<file path="src/rtl/tdm_demux8.sv">
// tdm_demux8 -- time-division 1-to-8 demultiplexer (receive side).
// Rebuilds 8-bit frames from a serial bit stream with a slot-0 frame marker
// and presents each frame on a valid/ready output register.
// Optional macro TDM_DEMUX8_STRICT_SYNC_EN: a bit arriving at slot 0 in COLLECT
// without frame_start raises sync_err and sends the block back to HUNT.
// Handshake: out_data/out_valid are held stable while out_valid=1; a frame is
// consumed on any cycle where out_valid & out_ready are both high.
module tdm_demux8 (
   input  logic       clk,
   input  logic       rst,
   input  logic       in_bit,
   input  logic       in_valid,
   input  logic       frame_start,
   output logic [0:7] out_data,
   output logic       out_valid,
   input  logic       out_ready,
   output logic [2:0] slot,
   output logic       overrun,
   output logic       sync_err,
   output logic       o_dbg_state
);

   typedef enum logic {HUNT = 1'b0, COLLECT = 1'b1} state_t;

   state_t     r_state, w_state_n;
   logic [2:0] r_slot, w_slot_n;
   logic [0:7] r_buf, w_buf_n;
   logic [0:7] r_out_data, w_out_data_n;
   logic       r_out_valid, w_out_valid_n;
   logic       r_overrun, w_overrun_n;
   logic       r_sync_err, w_sync_err_n;
   logic       w_consume;
   logic [0:7] w_frame;

   assign w_consume = r_out_valid & out_ready;

   // Next-state logic: slot tracking, framing checks, frame hand-off.
   always_comb begin
      w_state_n     = r_state;
      w_slot_n      = r_slot;
      w_buf_n       = r_buf;
      w_out_data_n  = r_out_data;
      w_out_valid_n = r_out_valid & ~out_ready;
      w_overrun_n   = r_overrun;
      w_sync_err_n  = 1'b0;
      w_frame       = r_buf;
      w_frame[r_slot] = in_bit;
      if (in_valid) begin
         case (r_state)
            HUNT: begin
               if (frame_start) begin
                  w_buf_n    = 8'h00;
                  w_buf_n[0] = in_bit;
                  w_slot_n   = 3'd1;
                  w_state_n  = COLLECT;
               end
            end
            COLLECT: begin
               if (frame_start && (r_slot != 3'd0)) begin
                  // Marker in mid-frame: drop the partial frame, restart at slot 0.
                  w_sync_err_n = 1'b1;
                  w_buf_n      = 8'h00;
                  w_buf_n[0]   = in_bit;
                  w_slot_n     = 3'd1;
`ifdef TDM_DEMUX8_STRICT_SYNC_EN
               end else if (!frame_start && (r_slot == 3'd0)) begin
                  // Missing marker at slot 0: drop the bit and resynchronise.
                  w_sync_err_n = 1'b1;
                  w_buf_n      = 8'h00;
                  w_slot_n     = 3'd0;
                  w_state_n    = HUNT;
`endif
               end else begin
                  w_buf_n  = w_frame;
                  w_slot_n = r_slot + 3'd1;
                  if (r_slot == 3'd7) begin
                     // Frame complete: hand off if the output register is free.
                     if (!r_out_valid || w_consume) begin
                        w_out_data_n  = w_frame;
                        w_out_valid_n = 1'b1;
                     end else begin
                        w_overrun_n = 1'b1;
                     end
                     w_buf_n = 8'h00;
                  end
               end
            end
            default: w_state_n = HUNT;
         endcase
      end
   end

   // State and output registers with synchronous reset.
   always_ff @(posedge clk) begin
      if (rst) begin
         r_state     <= HUNT;
         r_slot      <= 3'd0;
         r_buf       <= 8'h00;
         r_out_data  <= 8'h00;
         r_out_valid <= 1'b0;
         r_overrun   <= 1'b0;
         r_sync_err  <= 1'b0;
      end else begin
         r_state     <= w_state_n;
         r_slot      <= w_slot_n;
         r_buf       <= w_buf_n;
         r_out_data  <= w_out_data_n;
         r_out_valid <= w_out_valid_n;
         r_overrun   <= w_overrun_n;
         r_sync_err  <= w_sync_err_n;
      end
   end

   assign out_data    = r_out_data;
   assign out_valid   = r_out_valid;
   assign slot        = r_slot;
   assign overrun     = r_overrun;
   assign sync_err    = r_sync_err;
   assign o_dbg_state = (r_state == COLLECT);

endmodule
</file>
<file path="config.mk">
export PLATFORM = sky130hd
export DESIGN_NAME = tdm_demux8
export DESIGN_NICKNAME = d
export VERILOG_FILES = /design/src/rtl/tdm_demux8.sv
export SDC_FILE = /design/constraint.sdc
export NUM_CORES = 1
export LEC_CHECK = 0
export BUFFER_PORTS_ARGS = -buffer_cell sky130_fd_sc_hd__buf_2
export CORE_MARGIN = 2
export CORE_UTILIZATION = 44
export DETAILED_ROUTE_END_ITERATION = 12
export GPL_ROUTABILITY_DRIVEN = 0
export PLACE_DENSITY = 0.76
export SLEW_MARGIN = 20
export SYNTH_ARGS = -nofsm -noshare
export SYNTH_HDL_FRONTEND = slang
export SYNTH_SLANG_ARGS = --single-unit
</file>
<file path="constraint.sdc">
create_clock -name clk -period 2.1 [get_ports clk]
set_input_delay 0.21 -clock clk [delete_from_list [all_inputs] [get_ports clk]]
set_output_delay 0.21 -clock clk [all_outputs]
set_load 0.05 [all_outputs]
</file>
---- Word-level counts from Yosys, hierarchy flattened ----
Index checks and enable logic that the tools add are counted.
cells by class
  muxes and demuxes ....................... 18
  reduce and logical (&&, ||, !) cells .... 9
  equality and inequality tests ........... 2
  order comparisons ....................... 2
  add/subtract/negate cells ............... 1
  bitwise operators ....................... 8
operators with widths
  operator                                                    number
  two-way mux 8 bit                                           3
  case mux 8 bit (2 select lines)                             1
  AND reduction 5 bit                                         2
  two-way mux 1 bit                                           9
  bitwise mux 8 bit                                           1
  two-way mux 3 bit                                           2
  case mux 3 bit (2 select lines)                             1
  inverter 1 bit                                              5
  greater-or-equal comparator 4 bit, second input constant    1
  less-than comparator 4 x 1 -> 1 bit, second input constant  1
  inverter 3 -> 4 bit                                         1
  adder 3 x 1 -> 3 bit, second input constant                 1
  demux 1 bit (select 3 bit)                                  1
  == test 3 bit, second input constant                        1
  nonzero test 3 bit                                          1
  OR reduction 3 bit                                          1
  bitwise AND 1 bit                                           2
  logical AND 1 bit                                           2
  != test 2 bit, second input constant                        1
  AND reduction 2 bit                                         1
  logical NOT 1 bit                                           1
  logical OR 1 bit                                            1
word-level totals
  register bits after elaboration ......... 23
  input port bits ......................... 6
  output and inout port bits .............. 15

---- Longest topological paths before layout ----
  word-level depth ........................ 9
  mapped depth ............................ 7

---- Worst setup path after synthesis ----
No wires, ideal clock.
  path type ............................... reg-to-reg
  start ................................... reg r_slot[1], in the netlist slot[1]
  end ..................................... reg r_out_data, in the netlist out_data[1]
  cell stages (with the launch flop) ...... 7
  data arrival time ....................... 1.984 ns
  path slack .............................. -0.012 ns
  period minus slack after synthesis ...... 2.112 ns
  required time ........................... 1.972 ns
  path buffers ............................ 0
  cells stage by stage .................... dfxtp_1 -> ha_1 -> ha_1 -> nand3_1 -> a211oi_4 -> mux2i_1 -> nor2_1
between the ends
  cells in the longest elaborated chain, start to end .. 6
RTL lines
  what                                                                                                                   line  source
  start, declared                                                                                                        26    logic [2:0] r_slot, w_slot_n;
  start signal, assigned                                                                                                 105   r_slot <= w_slot_n;
  inverter 3 -> 4 bit (implied by the code)                                                                              47    w_frame[r_slot] = in_bit;
  greater-or-equal comparator 4 bit (implied by the code) / less-than comparator 4 x 1 -> 1 bit (equally long branches)  47
  logical AND 1 bit (implied by the code)                                                                                47
  two-way mux 1 bit (implied by the code)                                                                                47
  demux 1 bit (select 3 bit)                                                                                             47
  bitwise mux 8 bit                                                                                                      47
  end signal, assigned                                                                                                   107   r_out_data <= w_out_data_n;
  end, declared                                                                                                          28    logic [0:7] r_out_data, w_out_data_n;
Several ways; a longest one is shown, not always the timed one.
A chain may end at the register's enable or synchronous reset.

---- Final worst setup path ----
  start ................................... reg r_slot[1], in the netlist slot[1]
  end ..................................... reg r_out_data, in the netlist out_data[4]
Same word-level chain as after synthesis.

==> summary.txt <==
Synth
  – Adder-Cell Fraction of Synth Area: 3.593%
  – Post-synthesis compound-gate area fraction: roughly 16%
  – Netlist cell types: 26
  – Post-synthesis simple-gate area fraction: between 15 and 20%
  – Mapped cell area: ~0.0010 mm2
  – Warnings, synthesis: 0
  – Number of synthesized flops with an enable pin: 0
  – Yosys reg bits: 23
  – Syn_nets: between 100 and 150
  – Main combinational cell family by area after synthesis: simple AND/OR/NAND/NOR gates
  – Register area share after synthesis: around 44%
  – Cells after synthesis: 108
  – Ys async rst share: 0%
  – Avg Inst Size Synth: roughly 9.7 um2
  – Xor and xnor fraction of the mapped netlist area: 0%
  – Multiplexer share of the synthesized area: around 15%
  – Ys flop type: dfxtp_1

Floorplanning
  – Top Ports: 21
  – Core area: about 0.0022 mm2
  – Initial Util: 46.78%
  – Die area: around 0.0028 mm2
  – Row cnt: 17
  – Die Span X: 52.73 um
  – DIE HEIGHT: about 53 um

Critical path
  – Reg2reg start: slot[1]
  – R2r worst-path depth: 7
  – Setup crit end kind: flip-flop
  – Data arrival time of the critical path: between 2000 and 2500 ps
  – Critical Path RT: 2300 ps
  – Startpoint types: flip-flop
  – Largest stage delay, worst path: about 460 ps
  – Critical path class: reg2reg
  – Flop2flop setup slack: ~210 ps
  – Reg-to-reg endpoint: out_data[4]
  – Worst-path fanout max: 12
  – CP most frequent cell: ha_1
  – Crit path cell chain: ha_1, ha_1, nand3_1, a211oi_4, buf_4, mux2i_1, nor2_1
  – Launch point of the critical path: slot[1]
  – Slowest CP cell: dfxtp_2
  – Crit path capture: out_data[4]

Routing
  – Iteration-0 DRC Markers: 16
  – Final ANT Viol Nets: 0
  – DRC viols: 0
  – Drt total wl: 2134 um
  – Drt via density: between 5 and 6
  – Via Count: ~850
  – 1st-pass router iterations: 4
  – WL/cell: 13.59 um

STA
  – Final Cycle Share: approximately 90%
  – Sum Neg Setup Slack: 0 ps
  – Slew HR: 61.46%
  – Final min period: 1891 ps
  – FMAX: between 500 and 600 MHz
  – RSZ-0062 raised after global routing: no
  – Clock skew: 7.288 ps
  – Final slew viol count: 0
  – Setup violators final: 0
  – Worst slew pin tran: a little under 600 ps
  – Final hold viol count: 0

CTS
  – CTS Buf Count: 3
  – Cells resized by post-CTS repair: 0
  – TritonCTS clock tree: built
  – Htree depth: 1
  – Postcts setup bufs: 0
  – CTS Hold Buffers Added: 0
  – Root Driver: clkbuf_4
  – Worst-path clk slew: ~120 ps
  – Sink Count: 23
  – Clk Latency, worst-skew pair: between 300 and 400 ps
  – Max Root-Sink Buffers: 2

Final layout
  – # fillers: approximately 220
  – Nets: roughly 140
  – Fraction of layout cells with a size suffix above 1: between 20% and 30%
  – Commonest cells after routing, fill and taps aside: 21 x nor2_1, 21 x dfxtp_1, 20 x buf_2
  – Ant diodes: 0
  – Layout area overhead: 14.97%

Global route
  – Overall Global Routing Usage: 17.81%
  – Largest net degree at the start of global routing: 24
  – Vias in the first global route: about 800
  – First-pass GRT wire length: about 3600 um
  – Initial antenna violation count: 0
  – Gr ovfl total: 0

Placed design
  – IO Port Bufs: 20
  – Hpwl dp: between 1500 and 2000 um

Pwr
  – Leakage power: between 0.4 and 0.5 nW
  – Max VDD drop: 0.4116 mV
  – Power Density: about 600 mW/mm2
  – Total power: approximately 0.73 mW

Status
  – Status: completed

Run
  – Max Cap Viol: 0

Hold path
  – Hold WC Path Type: in2reg
-- stage by stage --
stage / hold slack (ps) / cells / setup slack (ps) / instance area [um2] / utilization, %
floorplan: 282.8 / 108 / 103.9 / 1047 / -
global placement: 466.3 / 153 / 328.3 / 1175 / 52.61
detailed placement: 479.8 / 153 / 243.9 / 1175 / 52.61
CTS: 174.2 / 157 / 216.6 / 1201 / 53.78
global route: 186.0 / 157 / 67.73 / 1201 / 53.78
finish: 169.4 / 157 / 209.1 / 1201 / 53.78
-- per-layer routing --
metal  routed length, um  up-vias  track usage (%)  share of wire (%)
met5                   0        -                0                  0
li1                    -      421                -                  -
met1                1050      401            23.81                 49
met4                  34        0            7.692                1.6
met3                 104        3            2.857                4.9
met2                 945       23            28.13                 44
-- where the power goes --
part,switching (mW),internal (mW),total (mW)
Combinational,0.0496,0.0231,0.0727
Sequential,0.00811,0.442,0.450
Clock,0.128,0.0743,0.203
-- registers in the layout, indices dropped and copies added, names as in the netlist --
name,cells
o_dbg_state,1
out_valid,1
sync_err,1
overrun,1
r_buf,8
out_data,8
slot,3
-- synth_stat cells (all sizes together), types with 3 or more instances --
master | count | area, um2
dfxtp | 23 | 460.4
nor2 | 21 | 78.83
a22oi | 9 | 67.56
mux2i | 8 | 80.08
mux2 | 7 | 78.83
clkbuf | 5 | 18.77
a211oi | 4 | 47.54
a21oi | 4 | 20.02
ha | 3 | 37.54
inv | 3 | 11.26
nand3b | 3 | 22.52
nor3b | 3 | 22.52
-- worst max-delay path, delay by kind of cell (launching register included) --
family	cells	cell delay [ps]
multiplexers	1	210
adder cells (fa/ha/maj)	2	450
flip-flops	1	460
AND/OR/NAND/NOR	2	200
AO/OA/AOI/OAI	1	220
buffers and inverters	1	230
-- layout make-up --
| type | count | area, um2 | share of cell area, % |
|---|---|---|---|
| multi-input combinational | 76 | 543.0 | 45.21 |
| sequential | 23 | 462.9 | 38.54 |
| timing repair buffer | 23 | 122.6 | 10.21 |
| tap | 28 | 35.03 | 2.917 |
| clock buffer | 4 | 26.28 | 2.188 |
| inverter | 3 | 11.26 | 0.9375 |
-- cell families (layout without fill, tap and decap cells) --
| kind of cell | count (synthesis) | count (layout) |
|---|---|---|
| compound gates | 22 | 22 |
| fa+ha+maj | 3 | 3 |
| simple gates | 36 | 36 |
| mux | 15 | 15 |
| buf+inv | 9 | 30 |
| flops | 23 | 23 |
-- worst min path at each step --
stage	depth (start not counted)	to	startpoint	slack, ps
finish	3	o_dbg_state	in_valid	170
global route	3	sync_err	frame_start	190
CTS	3	o_dbg_state	in_valid	170
detailed placement	2	out_data[3]	out_data[3]	480
global placement	2	overrun	overrun	470
floorplan	1	out_data[0]	rst	280
Note: power is estimated with default switching activity, not from simulation.
